==> src/rtl/vedic_mac_pipe.sv <==
`default_nettype none
// ============================================================================
// Module   : vedic_mac_pipe
// Brief    : Two-stage pipelined Vedic multiply-accumulate with valid/ready
//            stream handshake, signed/unsigned mode and sticky overflow.
// Revision : 1.0 - initial release
// ============================================================================
module vedic_mac_pipe #(
    parameter int WIDTH     = 8,
    parameter int ACC_WIDTH = 24
) (
    input  logic                   clk,
    input  logic                   rst,
    input  logic                   in_valid,
    output logic                   in_ready,
    input  logic [WIDTH-1:0]       a,
    input  logic [WIDTH-1:0]       b,
    input  logic                   signed_mode,
    input  logic                   acc_en,
    input  logic                   acc_clear,
    output logic                   out_valid,
    input  logic                   out_ready,
    output logic [2*WIDTH-1:0]     product,
    output logic [ACC_WIDTH-1:0]   acc,
    output logic                   acc_ovf
);

    localparam int c_NIB = WIDTH / 4;
    localparam int c_PW  = 2 * WIDTH;
    localparam int c_NPP = c_NIB * c_NIB;

    // 2x2 Vedic cell: vertical/crosswise terms resolved with two half adders.
    function automatic logic [3:0] vedic2(input logic [1:0] x, input logic [1:0] y);
        logic cross_s, cross_c, top;
        cross_s = (x[1] & y[0]) ^ (x[0] & y[1]);
        cross_c = (x[1] & y[0]) & (x[0] & y[1]);
        top     = x[1] & y[1];
        return {top & cross_c, top ^ cross_c, cross_s, x[0] & y[0]};
    endfunction

    function automatic logic [7:0] vedic4(input logic [3:0] x, input logic [3:0] y);
        logic [3:0] q0, q1, q2, q3;
        q0 = vedic2(x[1:0], y[1:0]);
        q1 = vedic2(x[3:2], y[1:0]);
        q2 = vedic2(x[1:0], y[3:2]);
        q3 = vedic2(x[3:2], y[3:2]);
        return {4'b0, q0} + {2'b0, q1, 2'b0} + {2'b0, q2, 2'b0} + {q3, 4'b0};
    endfunction

    logic                  w_advance;
    logic                  w_a_neg;
    logic                  w_b_neg;
    logic [WIDTH-1:0]      w_mag_a;
    logic [WIDTH-1:0]      w_mag_b;
    logic [7:0]            w_pp [c_NPP];

    logic                  r_s1_valid;
    logic                  r_neg;
    logic                  r_sgn;
    logic                  r_en;
    logic                  r_clr;
    logic [7:0]            r_pp [c_NPP];

    logic [c_PW-1:0]       w_mag;
    logic [c_PW-1:0]       w_prod;
    logic [ACC_WIDTH-1:0]  w_ext;
    logic [ACC_WIDTH:0]    w_sum;
    logic                  w_sov;
    logic                  w_ovf;

    logic                  r_out_valid;
    logic [c_PW-1:0]       r_product;
    logic [ACC_WIDTH-1:0]  r_acc;
    logic                  r_ovf;

    assign w_advance = !r_out_valid | out_ready;
    assign in_ready  = w_advance;

    // The most negative operand negates to itself, which reads correctly as
    // the unsigned magnitude 2^(WIDTH-1).
    assign w_a_neg = signed_mode & a[WIDTH-1];
    assign w_b_neg = signed_mode & b[WIDTH-1];
    assign w_mag_a = w_a_neg ? (~a + 1'b1) : a;
    assign w_mag_b = w_b_neg ? (~b + 1'b1) : b;

    generate
        for (genvar gi = 0; gi < c_NIB; gi++) begin : g_row
            for (genvar gj = 0; gj < c_NIB; gj++) begin : g_col
                assign w_pp[gi*c_NIB + gj] = vedic4(w_mag_a[4*gi +: 4], w_mag_b[4*gj +: 4]);
            end
        end
    endgenerate

    always_ff @(posedge clk) begin
        if (rst) begin
            r_s1_valid <= 1'b0;
            r_neg      <= 1'b0;
            r_sgn      <= 1'b0;
            r_en       <= 1'b0;
            r_clr      <= 1'b0;
            for (int k = 0; k < c_NPP; k++) r_pp[k] <= '0;
        end else if (w_advance) begin
            r_s1_valid <= in_valid;
            r_neg      <= w_a_neg ^ w_b_neg;
            r_sgn      <= signed_mode;
            r_en       <= acc_en;
            r_clr      <= acc_clear;
            for (int k = 0; k < c_NPP; k++) r_pp[k] <= w_pp[k];
        end
    end

    always_comb begin
        w_mag = '0;
        for (int k = 0; k < c_NPP; k++) begin
            w_mag = w_mag + (c_PW'(r_pp[k]) << (4 * ((k / c_NIB) + (k % c_NIB))));
        end
    end

    assign w_prod = r_neg ? (~w_mag + 1'b1) : w_mag;

    always_comb begin
        w_ext = {ACC_WIDTH{r_sgn & w_prod[c_PW-1]}};
        w_ext[c_PW-1:0] = w_prod;
    end

    assign w_sum = {1'b0, r_acc} + {1'b0, w_ext};
    assign w_sov = (r_acc[ACC_WIDTH-1] == w_ext[ACC_WIDTH-1]) &
                   (w_sum[ACC_WIDTH-1] != r_acc[ACC_WIDTH-1]);
    assign w_ovf = r_sgn ? w_sov : w_sum[ACC_WIDTH];

    // Accumulator only moves on a valid beat leaving S1, so stalls and
    // bubbles can never re-add or corrupt it.
    always_ff @(posedge clk) begin
        if (rst) begin
            r_out_valid <= 1'b0;
            r_product   <= '0;
            r_acc       <= '0;
            r_ovf       <= 1'b0;
        end else if (w_advance) begin
            r_out_valid <= r_s1_valid;
            if (r_s1_valid) begin
                r_product <= w_prod;
                if (r_clr) begin
                    r_acc <= w_ext;
                    r_ovf <= 1'b0;
                end else if (r_en) begin
                    r_acc <= w_sum[ACC_WIDTH-1:0];
                    r_ovf <= r_ovf | w_ovf;
                end
            end
        end
    end

    assign out_valid = r_out_valid;
    assign product   = r_product;
    assign acc       = r_acc;
    assign acc_ovf   = r_ovf;

endmodule
`default_nettype wire
==> config.mk <==
export PLATFORM = sky130hd
export DESIGN_NAME = vedic_mac_pipe
export DESIGN_NICKNAME = d
export VERILOG_FILES = /design/src/rtl/vedic_mac_pipe.sv
export SDC_FILE = /design/constraint.sdc
export NUM_CORES = 1
export LEC_CHECK = 0
export ABC_CLOCK_PERIOD_IN_PS = 7500
export CAP_MARGIN = 5
export CORE_ASPECT_RATIO = 2
export CORE_UTILIZATION = 45
export CTS_CLUSTER_DIAMETER = 120
export DETAILED_ROUTE_END_ITERATION = 8
export REMOVE_ABC_BUFFERS = 1
export SETUP_SLACK_MARGIN = 0.15
export SKIP_LAST_GASP = 1
export SLEW_MARGIN = 20
export SYNTH_ARGS = -nofsm -noshare
export SYNTH_HDL_FRONTEND = slang
export SYNTH_SLANG_ARGS = --single-unit
export TNS_END_PERCENT = 10
==> constraint.sdc <==
create_clock -name clk -period 7.5 [get_ports clk]
set_clock_uncertainty 0.05 [all_clocks]
set_input_delay 1.125 -clock clk [delete_from_list [all_inputs] [get_ports clk]]
set_output_delay 1.125 -clock clk [all_outputs]
set_load 0.005 [all_outputs]
# Yosys cells after proc, flatten, opt, wreduce, memory -nomap -nowiden
# Memories as Yosys holds them, arrays and structs flattened.
# Cells that the tools add are included.
# W data, S select, Z words.
[op_classes]
bitwise_logic = 142
n_reduce_logical = 4
n_eq_ne = 2
n_addsub = 19
mux = 17
[op_table]
columns = ["operator", "count"]
rows = [
  ["$and A1 B1 Y1", 100],
  ["$mux W24", 2],
  ["$mux W8", 6],
  ["$xor A1 B1 Y1", 33],
  ["$add A7 B6 Y8", 4],
  ["$add A8 B8 Y8", 4],
  ["$add A4 B6 Y7", 4],
  ["$add A24 B24 Y25", 1],
  ["$add A14 B16 Y16", 1],
  ["$add A16 B1 Y16 const B", 1],
  ["$add A8 B1 Y8 const B", 2],
  ["$mux W16", 1],
  ["$not A16 Y16", 1],
  ["$not A8 Y8", 2],
  ["$add A13 B12 Y14", 1],
  ["$add A8 B12 Y13", 1],
  ["$mux W1", 8],
  ["$or A1 B1 Y1", 6],
  ["$reduce_and A3 Y1", 1],
  ["$reduce_and A2 Y1", 1],
  ["$reduce_bool A2 Y1", 1],
  ["$eq A1 B1 Y1", 1],
  ["$logic_not A1 Y1", 1],
  ["$ne A1 B1 Y1", 1],
]
[word_totals]
out_inout_bits = 43
inputBits = 23
reg_bits = 47
mem_count = 1
ram_bits = 32
[memory_table]
columns = ["name", "depth", "word_bits", "rd", "rd_ports_with_merged_regs", "write_ports", "line_no", "source"]
rows = [
  ["r_pp", 4, 8, 4, 0, 4, "62", "logic [7:0] r_pp [c_NPP];"],
]

# Logic depth before layout (Yosys ltp)
# Gate-level depths: netlist (run 1).
[logic_depth]
word_depth = 14
depth_mapped = 24
ltp_nobuf = 23

# Least setup slack after synthesis (run 1)
# OpenSTA, ideal clock, no wires.
[synth_timing]
path_type = "register to register"
start = "mem r_pp[2][1]"
end = "reg r_ovf (netlist: acc_ovf)"
t_arrival_ns = 5.187
required_ns = 7.347
path_stages_with_launch = 25
setup_time_ns = 0.103
synth_period_minus_slack_ns = 5.340
slack_ns = 2.160
path_cell_list = "edfxtp_1 inv_1 fa_1 inv_1 ha_1 fa_1 a21o_1 a22oi_2 a31oi_1 a211o_1 nor3_2 a31oi_2 xor2_1 inv_1 and2_1 ha_1 clkbuf_1 a21oi_1 nor2b_1 o21ai_0 a211oi_1 a211o_1 a211oi_1 or3_1 a2111oi_2"
[synth_rtl]
columns = ["item", "line_no", "source"]
rows = [
  ["start: declaration", "62", ""],
  ["end signal: assignment", "148", "r_ovf <= r_ovf | w_ovf;"],
  ["end: declaration", "74", "logic r_ovf;"],
]

==> results of run 1 <==
==> power by group through the flow <==
| stage | sequential, mW | clock, mW | combinational [mW] |
|---|---|---|---|
| global placement | 0.547 | 0 | 0.870 |
| floorplan | 0.541 | 0 | 0.654 |
| detailed placement | 0.549 | 0 | 0.894 |
| CTS | 0.540 | 0.409 | 0.897 |
| finish | 0.538 | 0.401 | 0.894 |
| global route | 0.545 | 0.426 | 1.01 |
==> registers in the layout, summed over array words and instances, names as in the netlist <==
register	cells
r_s1_valid	1
r_clr	1
r_neg	1
r_sgn	1
acc_ovf	1
acc	24
r_en	1
product	16
r_pp	32
out_valid	1
==> cell families after synthesis <==
family          count (synthesis)  share of synthesized area
compound gates                175                      0.164
buf+inv                       107                     0.0558
simple gates                  327                      0.206
flops                          79                      0.263
fa+ha+maj                     113                      0.227
xor+xnor                       59                     0.0726
mux                             8                     0.0113
==> per-layer routing <==
| metal | routed length [um] | vias up |
|---|---|---|
| met5 | 0 | - |
| met4 | 859 | 0 |
| met3 | 396 | 44 |
| met1 | 6490 | 2980 |
| met2 | 11100 | 119 |
| li1 | - | 3118 |
==> cell type report <==
| type | count | area share |
|---|---|---|
| multi-input cells | 682 | 0.591 |
| clock buffers | 15 | 0.0310 |
| clock inverters | 1 | 0.000601 |
| inverters | 75 | 0.0338 |
| well taps | 201 | 0.0302 |
| repair buffers | 73 | 0.0848 |
| flip-flops and latches | 79 | 0.228 |
==> cell usage in the layout, fill, tap and decap left out, types with 8 or more instances in the layout <==
master,n
sky130_fd_sc_hd__inv_1,72
sky130_fd_sc_hd__clkbuf_16,9
sky130_fd_sc_hd__nor2_1,170
sky130_fd_sc_hd__fa_1,30
sky130_fd_sc_hd__nand3_1,11
sky130_fd_sc_hd__clkdlybuf4s50_1,64
sky130_fd_sc_hd__edfxtp_1,32
sky130_fd_sc_hd__and2_1,16
sky130_fd_sc_hd__o21ai_0,23
sky130_fd_sc_hd__nand2b_1,12
sky130_fd_sc_hd__dfxtp_1,47
sky130_fd_sc_hd__a211oi_1,15
sky130_fd_sc_hd__a31oi_1,12
sky130_fd_sc_hd__buf_4,8
sky130_fd_sc_hd__nand2_1,50
sky130_fd_sc_hd__xnor2_1,31
sky130_fd_sc_hd__nor3_1,27
sky130_fd_sc_hd__xor2_1,27
sky130_fd_sc_hd__a21oi_1,50
sky130_fd_sc_hd__o31ai_1,8
sky130_fd_sc_hd__ha_1,83
sky130_fd_sc_hd__a21o_1,21
==> through the flow <==
step                utilization  cell area (um2)  hold slack [ns]  cells
global route              0.530             8320            0.437   1126
CTS                       0.530             8320            0.407   1126
global placement          0.514             8060            0.401   1110
finish                    0.530             8320            0.404   1126
detailed placement        0.514             8060            0.399   1110
floorplan                     -             7100            0.397    836
==> worst min-delay path, cell delays in order, from the launching register on <==
cell and delay, ns:
sky130_fd_sc_hd__dfxtp_1 0.31, sky130_fd_sc_hd__nand2_1 0.05, sky130_fd_sc_hd__a21oi_1 0.05
==> path summary, 6_finish.rpt <==
check               endpoint  slack [ns]  cells past startpoint
setup / recovery     acc_ovf        1.71                     23
hold / removal    product[0]        0.40                      2
setup reg to reg     acc_ovf        1.71                     23
hold reg to reg   product[0]        0.40                      2
==> impl_table.tex, run 1 <==
\begin{tabular}{lr}
\hline
Metric & Value \\
\hline
\multicolumn{2}{l}{\textbf{Hold path}} \\
Hold wc startpoint & product[0] \\
Worst min-delay path category & flip-flop to flip-flop \\
\multicolumn{2}{l}{\textbf{Cells and area}} \\
Area used by sequential logic in the layout & roughly 1900 um2 \\
Layout Area Growth over Synthesis & 15.2\% \\
Fill cell instance count of the final layout & approximately 1500 \\
Share of post-route cells with drive strength above 1 & 0.0389 \\
Total inserted antenna cells & 0 \\
Area of the multi-input gates & between 4000 and 5000 um2 \\
Count of nets after finishing & 1056 \\
\multicolumn{2}{l}{\textbf{Floorplanning}} \\
Die Span X & $\sim$92 um \\
Initial standard-cell utilization of the core & 0.460 \\
Die outline area & between 15000 and 20000 um2 \\
Std-Cell Rows & 65 \\
Die Span Y & roughly 180 um \\
Placeable core area & around 16000 um2 \\
IO Count & 66 \\
\multicolumn{2}{l}{\textbf{Critical path}} \\
Type of destination of the critical path & flip-flop \\
Reg-to-reg startpoint & r\_pp[2][1] \\
Largest stage delay on the critical path & roughly 0.52 ns \\
Kind of start point of the critical path & flip-flop \\
CP most frequent cell & sky130\_fd\_sc\_hd\_\_inv\_1 \\
Delay-heaviest family, CP & compound AO/OA/AOI/OAI gates \\
List of cells traversed by the critical path & inv\_1 -> fa\_1 -> inv\_1 -> ha\_1 -> fa\_1 -> a21o\_1 -> a22oi\_2 -> a31oi\_1 -> a211o\_1 -> nor3\_2 -> a31oi\_2 -> xor2\_1 -> inv\_1 -> and2\_1 -> ha\_1 -> a21oi\_1 -> nor2b\_1 -> o21ai\_0 -> a211oi\_1 -> a211o\_1 -> a211oi\_1 -> or3\_1 -> a2111oi\_2 \\
Arrival time of data at the critical path endpoint & 5.98 ns \\
Crit Path Class & flip-flop to flip-flop \\
Buffers \& Inverters on Critical Path & 3 \\
Slowest stage cell, crit path & sky130\_fd\_sc\_hd\_\_fa\_1 \\
Critical Path Source & r\_pp[2][1] \\
Required time at the worst-slack endpoint & between 7 and 8 ns \\
Largest driver fanout on the critical path & 8 \\
\multicolumn{2}{l}{\textbf{Clocking}} \\
CTS buffer count & 9 \\
Buffer levels on the longest clock path & 2 \\
TritonCTS clock tree & built \\
Number of sinks driven by the clock tree & between 70 and 80 \\
Postcts setup bufs & 0 \\
Post-CTS clock slew at the launch and capture registers of the worst setup and hold paths & around 0.06 ns \\
CTS H-tree lvls & 3 \\
Resized cells post-CTS & 0 \\
Number of hold buffers added after cts & 0 \\
CTS Root Buffer Type & sky130\_fd\_sc\_hd\_\_clkbuf\_16 \\
Clock insertion delay at the later pin of the skew report & 0.34 ns \\
\multicolumn{2}{l}{\textbf{Timing}} \\
Count of final hold-check violations & 0 \\
Post-route clock period utilization & 0.772 \\
Worst relative slew slack & 0.298 \\
Final setup violation count & 0 \\
Minimum setup slack in the final design & about 1.7 ns \\
Max Transition Viols Final & 0 \\
Max Fclk & 173 MHz \\
Fin crit period & just under 6 ns \\
Slew at the pin closest to its max-slew limit & roughly 1.0 ns \\
Final sum of negative setup slack & 0 ns \\
RSZ-0062 raised after global routing & false \\
\multicolumn{2}{l}{\textbf{Place}} \\
Worst slack after detailed placement & approximately 1.7 ns \\
Routability congestion estimate from global placement & just under 0.9 \\
Input/output buffers & 65 \\
HPWL after detailed placement & approximately 15000 um \\
\multicolumn{2}{l}{\textbf{Pwr}} \\
Internal & roughly 1.1 mW \\
Switching Fraction & 0.396 \\
Portion of total power attributed to the clock network & 0.219 \\
P\_sw & slightly above 0.7 mW \\
Combinational power share & 0.488 \\
Worst voltage drop across the vdd grid & between 0.09 and 0.1 mV \\
Sequential power share & 0.294 \\
Power density over the cells & 220 nW/um2 \\
Leakage power total & between 3 and 4 nW \\
Power Total & 1.83 mW \\
\multicolumn{2}{l}{\textbf{Synth}} \\
Synth Flop Type & sky130\_fd\_sc\_hd\_\_dfxtp\_1 \\
Leading post-synthesis cells by instance count & sky130\_fd\_sc\_hd\_\_nor2\_1, sky130\_fd\_sc\_hd\_\_ha\_1, sky130\_fd\_sc\_hd\_\_inv\_1, sky130\_fd\_sc\_hd\_\_a21oi\_1, sky130\_fd\_sc\_hd\_\_nand2\_1 \\
Netlist cell types & 64 \\
Proportion of synthesized chip area in sequential cells & 0.263 \\
Number of warning messages in the yosys log & 0 \\
Flip-flop and latch count after synthesis & between 70 and 80 \\
Area share of the largest cell type after synthesis & 0.144 \\
Per-instance average area after synthesis & around 8.3 um2 \\
Total standard cell area after synthesis & 7230 um2 \\
Dominant cells by area after synthesis & sky130\_fd\_sc\_hd\_\_ha\_1, sky130\_fd\_sc\_hd\_\_edfxtp\_1, sky130\_fd\_sc\_hd\_\_dfxtp\_1 \\
Biggest area consumer among synthesized cells & sky130\_fd\_sc\_hd\_\_ha\_1 \\
Number of enable flip-flop cells after synthesis & 32 \\
Cell with the most instances after synthesis & sky130\_fd\_sc\_hd\_\_nor2\_1 \\
Share of synthesized registers carrying an async set or reset & 0 \\
Cells after synthesis & around 870 \\
\multicolumn{2}{l}{\textbf{Global routing}} \\
Global router's overall resource usage & 0.243 \\
Wire length of the first global-routing pass & about 32000 um \\
Met3 Usage GRT & 0.0219 \\
Met1 Use GR & 0.220 \\
Number of global-route vias before repair & between 6000 and 7000 \\
Maximum number of pins on one net before global-route repair & 56 \\
Global-route track usage on met2 & 0.495 \\
Overflow after GRT & 0 \\
Busiest layer in global routing & met2 \\
Antenna violations before repair & 0 \\
\multicolumn{2}{l}{\textbf{Routing}} \\
Routed vias/inst & $\sim$5.6 \\
Number of remaining DRC errors & 0 \\
Drt first pass iters & 4 \\
Total routed wirelength & $\sim$19000 um \\
Iter 0 DRT Violations & 198 \\
Routed wirelength normalized by instance count & between 15 and 20 um \\
Number of antenna-violating nets in the routed design & 0 \\
Total number of vias & roughly 6300 \\
\multicolumn{2}{l}{\textbf{Run}} \\
MaxCap Viol Count & 0 \\
\multicolumn{2}{l}{\textbf{Status}} \\
Run status & finished, final reports clean \\
\hline
\end{tabular}
(Power assumes the default switching activity.)
==> inputs of run 2 (changes only) <==
--- a/config.mk
+++ b/config.mk
@@ -5,12 +5,13 @@
 export SDC_FILE = /design/constraint.sdc
 export NUM_CORES = 1
 export LEC_CHECK = 0
-export ABC_CLOCK_PERIOD_IN_PS = 7500
+export ABC_CLOCK_PERIOD_IN_PS = 4900
 export CAP_MARGIN = 5
 export CORE_ASPECT_RATIO = 2
 export CORE_UTILIZATION = 45
 export CTS_CLUSTER_DIAMETER = 120
 export DETAILED_ROUTE_END_ITERATION = 8
+export PLACE_DENSITY = 0.67
 export REMOVE_ABC_BUFFERS = 1
 export SETUP_SLACK_MARGIN = 0.15
 export SKIP_LAST_GASP = 1
==> constraint.sdc (replaced) <==
create_clock -name clk -period 4.9 [get_ports clk]
set_clock_uncertainty 0.05 [all_clocks]
set_input_delay 0.735 -clock clk [delete_from_list [all_inputs] [get_ports clk]]
set_output_delay 0.735 -clock clk [all_outputs]
set_load 0.005 [all_outputs]
==> impl_table.tex, run 2 (synthesis gave the netlist of run 1 again) <==
\begin{tabular}{lr}
\hline
Metric & Value \\
\hline
\multicolumn{2}{l}{\textbf{Status}} \\
Run status & finished with violations \\
Violations in the final reports & setup timing \\
\multicolumn{2}{l}{\textbf{Clocking}} \\
CTS H-tree lvls & 3 \\
Number of hold buffers added after cts & 0 \\
Post-CTS clock slew at the launch and capture registers of the worst setup and hold paths & 0.06 ns \\
Number of sinks driven by the clock tree & between 70 and 80 \\
CTS buffer count & 9 \\
TritonCTS clock tree & built \\
Buffer levels on the longest clock path & 2 \\
CTS Root Buffer Type & sky130\_fd\_sc\_hd\_\_clkbuf\_16 \\
Clock insertion delay at the later pin of the skew report & approximately 0.35 ns \\
\multicolumn{2}{l}{\textbf{Global routing}} \\
Overflow after GRT & 0 \\
Maximum number of pins on one net before global-route repair & 33 \\
Wire length of the first global-routing pass & between 30000 and 40000 um \\
Antenna violations before repair & 0 \\
Global router's overall resource usage & 0.245 \\
Number of global-route vias before repair & slightly below 7000 \\
\multicolumn{2}{l}{\textbf{Critical path}} \\
Required time at the worst-slack endpoint & a little over 5 ns \\
Kind of start point of the critical path & flip-flop \\
Largest driver fanout on the critical path & 6 \\
Crit Path Class & flip-flop to flip-flop \\
Arrival time of data at the critical path endpoint & about 5.2 ns \\
Buffers \& Inverters on Critical Path & 6 \\
Largest stage delay on the critical path & $\sim$0.53 ns \\
Type of destination of the critical path & flip-flop \\
Slowest stage cell, crit path & sky130\_fd\_sc\_hd\_\_fa\_1 \\
CP most frequent cell & sky130\_fd\_sc\_hd\_\_inv\_1 \\
Delay-heaviest family, CP & adder cells \\
\multicolumn{2}{l}{\textbf{Timing}} \\
RSZ-0062 raised after global routing & true \\
Minimum setup slack in the final design & -0.0973 ns \\
Worst relative slew slack & 0.482 \\
Fin crit period & about 5 ns \\
Final setup violation count & 8 \\
Max Transition Viols Final & 0 \\
Worst hold slack across all endpoints & roughly 0.41 ns \\
Max Fclk & approximately 200 MHz \\
Post-route clock period utilization & 1.02 \\
Slew at the pin closest to its max-slew limit & about 0.77 ns \\
Count of final hold-check violations & 0 \\
\multicolumn{2}{l}{\textbf{Pwr}} \\
Leakage power total & approximately 4.3 nW \\
Worst voltage drop across the vdd grid & between 0.15 and 0.2 mV \\
Power density over the cells & 344 nW/um2 \\
\multicolumn{2}{l}{\textbf{Floorplanning}} \\
Die Span X & slightly above 90 um \\
Die outline area & 16600 um2 \\
Placeable core area & 15700 um2 \\
Die Span Y & roughly 180 um \\
Std-Cell Rows & between 60 and 70 \\
IO Count & between 60 and 70 \\
Initial standard-cell utilization of the core & 0.460 \\
\multicolumn{2}{l}{\textbf{Cells and area}} \\
Top reg by flops & r\_pp \\
Cell area after layout & 9120 um2 \\
Non-Filler Instances & 1212 \\
Commonest non-fill, non-tap cell in the layout & sky130\_fd\_sc\_hd\_\_nor2\_1 \\
Commonest cells after routing, fill and taps aside & sky130\_fd\_sc\_hd\_\_nor2\_1, sky130\_fd\_sc\_hd\_\_buf\_4, sky130\_fd\_sc\_hd\_\_ha\_1 \\
Share of post-route cells with drive strength above 1 & 0.139 \\
Total inserted antenna cells & 0 \\
Layout Area Growth over Synthesis & 26.2\% \\
Count of nets after finishing & approximately 1100 \\
Final core occ & 0.581 \\
Number of flip-flops in the largest register & 32 \\
\multicolumn{2}{l}{\textbf{Routing}} \\
Met3 WL & roughly 420 um \\
Met1 Routed Length & a little over 6000 um \\
Number of antenna-violating nets in the routed design & 0 \\
Total number of vias & 6701 \\
Met2 wire len & between 10000 and 15000 um \\
Number of remaining DRC errors & 0 \\
Iter 0 DRT Violations & around 190 \\
Routed vias/inst & approximately 5.5 \\
Total routed wirelength & around 19000 um \\
Routed wirelength normalized by instance count & 15.8 um \\
Uppermost metal layer occupied by signal nets & met4 \\
Drt first pass iters & 4 \\
\multicolumn{2}{l}{\textbf{Place}} \\
Number of placed instances, taps included & about 1200 \\
Routability congestion estimate from global placement & 0.926 \\
Cell Area, Placed & 8660 um2 \\
HPWL after detailed placement & approximately 16000 um \\
Input/output buffers & 65 \\
\multicolumn{2}{l}{\textbf{Hold path}} \\
Worst min-delay path category & flip-flop to flip-flop \\
\multicolumn{2}{l}{\textbf{Run}} \\
MaxCap Viol Count & 0 \\
\hline
\end{tabular}
==> run 2: per-layer routing <==
layer,vias to the layer above,track usage
met5,-,0
met4,0,0.181
met3,73,0.0303
met2,146,0.510
met1,3198,0.194
li1,3284,-
==> run 2: repair_timing <==
item	CTS	global route
setup endpoints to repair	11	12
gates cloned	0	0
buffers inserted	6	0
gates resized for setup	20	3
pin swaps	20	2
==> run 2: final timing paths <==
path              cells past startpoint           to  slack (ns)        start
setup / recovery                     25      acc_ovf        -0.1   r_pp[2][1]
setup reg to reg                     25      acc_ovf        -0.1   r_pp[2][1]
hold / removal                        2  product[13]        0.41  product[13]
hold reg to reg                       2  product[13]        0.41  product[13]
==> run 2: through the flow <==
stage / setup TNS (ns) / power (mW) / setup slack, ns
finish: -0.353 / 3.13 / -0.0973
global route: -3.22 / 3.36 / -0.400
CTS: -0.382 / 3.14 / -0.110
detailed placement: -2.78 / 2.46 / -0.493
global placement: -1.77 / 2.43 / -0.369
floorplan: -0.411 / 1.83 / -0.323
==> run 2: layout make-up <==
cell class / instances / area, um2
fillers: 1457 / 6580
multi-input cells: 682 / 5050
flip-flops and latches: 79 / 1900
repair buffers: 159 / 1350
inverters: 75 / 282
clock buffers: 14 / 265
well taps: 201 / 251
clock inverters: 2 / 16.3
==> run 2: worst register-to-register path: stages, from the launching register on <==
cell and delay, ns:
sky130_fd_sc_hd__edfxtp_1 0.33, sky130_fd_sc_hd__inv_1 0.06, sky130_fd_sc_hd__fa_1 0.53, sky130_fd_sc_hd__inv_1 0.04, sky130_fd_sc_hd__ha_2 0.19, sky130_fd_sc_hd__fa_2 0.34
sky130_fd_sc_hd__a21o_1 0.20, sky130_fd_sc_hd__a22oi_2 0.22, sky130_fd_sc_hd__buf_4 0.15, sky130_fd_sc_hd__a21oi_1 0.06, sky130_fd_sc_hd__xor2_1 0.17, sky130_fd_sc_hd__nor3_2 0.23
sky130_fd_sc_hd__a31oi_2 0.13, sky130_fd_sc_hd__xor2_1 0.19, sky130_fd_sc_hd__inv_1 0.07, sky130_fd_sc_hd__and2_4 0.20, sky130_fd_sc_hd__buf_4 0.14, sky130_fd_sc_hd__ha_4 0.29
sky130_fd_sc_hd__inv_1 0.06, sky130_fd_sc_hd__nor2_1 0.13, sky130_fd_sc_hd__nor2_2 0.06, sky130_fd_sc_hd__a211oi_2 0.20, sky130_fd_sc_hd__a211o_1 0.15, sky130_fd_sc_hd__a211oi_1 0.05
sky130_fd_sc_hd__or3_1 0.38, sky130_fd_sc_hd__a2111oi_2 0.29
==> run 2: power by group <==
group	internal [mW]	switching, mW	total, mW	leakage, nW
logic	0.799	0.867	1.67	3.39
registers	0.770	0.0543	0.825	0.760
clock network	0.374	0.269	0.643	0.136
total	1.94	1.19	3.13	4.29
==> inputs of run 3 (changes only) <==
--- a/config.mk
+++ b/config.mk
@@ -7,7 +7,6 @@
 export LEC_CHECK = 0
 export ABC_CLOCK_PERIOD_IN_PS = 4900
 export CAP_MARGIN = 5
-export CORE_ASPECT_RATIO = 2
 export CORE_UTILIZATION = 45
 export CTS_CLUSTER_DIAMETER = 120
 export DETAILED_ROUTE_END_ITERATION = 8
==> impl_table.tex, run 3 (synthesis gave the netlist of run 1 again) <==
\begin{tabular}{lr}
\hline
Metric & Value \\
\hline
\multicolumn{2}{l}{\textbf{Floorplanning}} \\
Die outline area & 16600 um2 \\
Die Span X & roughly 130 um \\
Placeable core area & 15400 um2 \\
IO Count & 66 \\
Std-Cell Rows & 45 \\
Initial standard-cell utilization of the core & 0.468 \\
Die Span Y & 129 um \\
\multicolumn{2}{l}{\textbf{Critical path}} \\
Required time at the worst-slack endpoint & around 5.1 ns \\
Slowest stage cell, crit path & sky130\_fd\_sc\_hd\_\_fa\_1 \\
Type of destination of the critical path & flip-flop \\
Critical Path Source & r\_pp[2][1] \\
Largest driver fanout on the critical path & 6 \\
CP most frequent cell & sky130\_fd\_sc\_hd\_\_inv\_1 \\
Reg-to-reg startpoint & r\_pp[2][1] \\
Cell count of the worst reg-to-reg path & 23 \\
Delay-heaviest family, CP & compound AO/OA/AOI/OAI gates \\
Buffers \& Inverters on Critical Path & 6 \\
R2R Path End & acc\_ovf \\
Kind of start point of the critical path & flip-flop \\
List of cells traversed by the critical path & inv\_1 -> fa\_1 -> inv\_1 -> ha\_2 -> fa\_2 -> a21o\_1 -> a22oi\_2 -> a31oi\_1 -> a211o\_1 -> nor3\_2 -> a31oi\_2 -> xor2\_1 -> inv\_1 -> and2\_4 -> buf\_4 -> ha\_1 -> buf\_4 -> a21oi\_1 -> inv\_1 -> a2111oi\_1 -> o21ai\_0 -> a31oi\_1 -> a2111oi\_2 \\
Arrival time of data at the critical path endpoint & 5.17 ns \\
Minimum setup slack among reg-to-reg paths & -0.11 ns \\
Crit Path Class & flip-flop to flip-flop \\
Largest stage delay on the critical path & roughly 0.52 ns \\
Number of gates on the worst path with buffers counted & 23 \\
\multicolumn{2}{l}{\textbf{Cells and area}} \\
Area of the multi-input gates & about 5000 um2 \\
Layout Area Growth over Synthesis & 26.4\% \\
Area used by sequential logic in the layout & $\sim$1900 um2 \\
Number of flip-flops in the largest register & 32 \\
Non-Filler Instances & 1217 \\
Commonest non-fill, non-tap cell in the layout & sky130\_fd\_sc\_hd\_\_nor2\_1 \\
Fill cell instance count of the final layout & about 1400 \\
Final core occ & 0.592 \\
Commonest cells after routing, fill and taps aside & sky130\_fd\_sc\_hd\_\_nor2\_1, sky130\_fd\_sc\_hd\_\_buf\_4, sky130\_fd\_sc\_hd\_\_ha\_1 \\
Top reg by flops & r\_pp \\
Total inserted antenna cells & 0 \\
Count of nets after finishing & about 1100 \\
Share of post-route cells with drive strength above 1 & 0.138 \\
\multicolumn{2}{l}{\textbf{Clocking}} \\
Buffer levels on the longest clock path & 2 \\
Clock insertion delay at the later pin of the skew report & $\sim$0.35 ns \\
CTS Root Buffer Type & sky130\_fd\_sc\_hd\_\_clkbuf\_16 \\
Post-CTS clock slew at the launch and capture registers of the worst setup and hold paths & roughly 0.070 ns \\
CTS buffer count & 9 \\
TritonCTS clock tree & built \\
Number of hold buffers added after cts & 0 \\
Number of sinks driven by the clock tree & 79 \\
CTS H-tree lvls & 3 \\
\multicolumn{2}{l}{\textbf{Routing}} \\
Drt first pass iters & 5 \\
Iter 0 DRT Violations & 350 \\
Routed wirelength normalized by instance count & 14.0 um \\
Number of antenna-violating nets in the routed design & 0 \\
Total number of vias & $\sim$6400 \\
Total routed wirelength & roughly 17000 um \\
Number of remaining DRC errors & 0 \\
Routed vias/inst & about 5.3 \\
\multicolumn{2}{l}{\textbf{Pwr}} \\
Worst voltage drop across the vdd grid & 0.207 mV \\
Leakage power total & around 4.3 nW \\
Power density over the cells & $\sim$340 nW/um2 \\
Power Total & about 3.1 mW \\
\multicolumn{2}{l}{\textbf{Place}} \\
HPWL after detailed placement & about 13000 um \\
Number of placed instances, taps included & 1193 \\
Worst slack after detailed placement & -0.351 ns \\
Routability congestion estimate from global placement & 0.911 \\
Input/output buffers & 65 \\
\multicolumn{2}{l}{\textbf{Global routing}} \\
Wire length of the first global-routing pass & between 20000 and 30000 um \\
Maximum number of pins on one net before global-route repair & 33 \\
Overflow after GRT & 0 \\
Number of global-route vias before repair & 6196 \\
Global router's overall resource usage & 0.221 \\
Antenna violations before repair & 0 \\
\multicolumn{2}{l}{\textbf{Status}} \\
Run status & finished with violations \\
Violations in the final reports & setup timing \\
\multicolumn{2}{l}{\textbf{Timing}} \\
Final setup violation count & 1 \\
Worst relative slew slack & 0.478 \\
Max Transition Viols Final & 0 \\
Slew at the pin closest to its max-slew limit & 0.778 ns \\
Count of final hold-check violations & 0 \\
RSZ-0062 raised after global routing & true \\
Fin crit period & about 5.0 ns \\
Minimum setup slack in the final design & -0.107 ns \\
Max Fclk & 200 MHz \\
Post-route clock period utilization & 1.02 \\
Final sum of negative setup slack & -0.107 ns \\
\multicolumn{2}{l}{\textbf{Hold path}} \\
End point of the most critical hold path & product[12] \\
Hold wc startpoint & product[12] \\
Worst min-delay path category & flip-flop to flip-flop \\
Hold Path Cell Cnt & 2 \\
\multicolumn{2}{l}{\textbf{Run}} \\
MaxCap Viol Count & 0 \\
\hline
\end{tabular}
run 3: cell count changes in the layout (fill, tap and decap cells not counted), moves of 2 or more:
cell and change:
sky130_fd_sc_hd__clkbuf_8 -2, sky130_fd_sc_hd__bufinv_16 +2, sky130_fd_sc_hd__buf_4 -6, sky130_fd_sc_hd__clkbuf_1 -2, sky130_fd_sc_hd__nor2_2 -2
run 3: per-stage QoR:
stage | hold WS, ns | cell area [um2]
final | 0.404 | 9130
after global routing | 0.446 | 9130
after CTS | 0.406 | 9120
after detailed placement | 0.398 | 8620
after global placement | 0.393 | 8620
after floorplan | 0.397 | 7100
run 3: what timing repair did:
action                     in CTS  in global routing
hold endpoints to repair        0                  0
setup endpoints to repair      10                 13
gates resized for setup        22                  3
buffers inserted                8                  0
pin swaps                      23                  4
run 3: area by class of cell:
cell class                 count  share of cell area
sequential                    79               0.208
timing repair buffer         154               0.144
inverter                      75              0.0308
clock inverter                 7              0.0114
multi-input combinational    682               0.552
tap                          211              0.0289
clock buffer                   9              0.0247
run 3: per-layer routing:
layer	wire, um	GRT usage	vias to the layer above	share of wire
met4	296	0.0657	0	0.017
li1	-	-	3286	-
met5	0	0	-	0
met3	558	0.0337	28	0.033
met2	8150	0.382	137	0.48
met1	8050	0.284	2959	0.47
run 3: report_power, final:
part / internal [mW] / switching [mW] / total (mW) / leakage, nW
combinational: 0.736 / 0.824 / 1.56 / 3.36
sequential: 0.770 / 0.0534 / 0.823 / 0.760
clock: 0.452 / 0.294 / 0.746 / 0.154
total: 1.96 / 1.17 / 3.13 / 4.28
run 3: how the worst max path moves through the flow:
stage                          to  slack [ns]
after global routing      acc_ovf       -0.40
after global placement    acc_ovf       -0.25
after CTS                 acc_ovf       -0.07
after floorplan           acc_ovf       -0.32
after detailed placement  acc_ovf       -0.35
final                     acc_ovf       -0.11
run 3: worst reg2reg max path: stages, from the launching register on:
cell and delay (ns):
sky130_fd_sc_hd__edfxtp_1 0.32, sky130_fd_sc_hd__inv_1 0.05, sky130_fd_sc_hd__fa_1 0.52, sky130_fd_sc_hd__inv_1 0.04
sky130_fd_sc_hd__ha_2 0.19, sky130_fd_sc_hd__fa_2 0.36, sky130_fd_sc_hd__a21o_1 0.19, sky130_fd_sc_hd__a22oi_2 0.20
sky130_fd_sc_hd__a31oi_1 0.11, sky130_fd_sc_hd__a211o_1 0.30, sky130_fd_sc_hd__nor3_2 0.22, sky130_fd_sc_hd__a31oi_2 0.14
sky130_fd_sc_hd__xor2_1 0.20, sky130_fd_sc_hd__inv_1 0.08, sky130_fd_sc_hd__and2_4 0.21, sky130_fd_sc_hd__buf_4 0.15
sky130_fd_sc_hd__ha_1 0.32, sky130_fd_sc_hd__buf_4 0.17, sky130_fd_sc_hd__a21oi_1 0.13, sky130_fd_sc_hd__inv_1 0.05
sky130_fd_sc_hd__a2111oi_1 0.39, sky130_fd_sc_hd__o21ai_0 0.19, sky130_fd_sc_hd__a31oi_1 0.24, sky130_fd_sc_hd__a2111oi_2 0.05
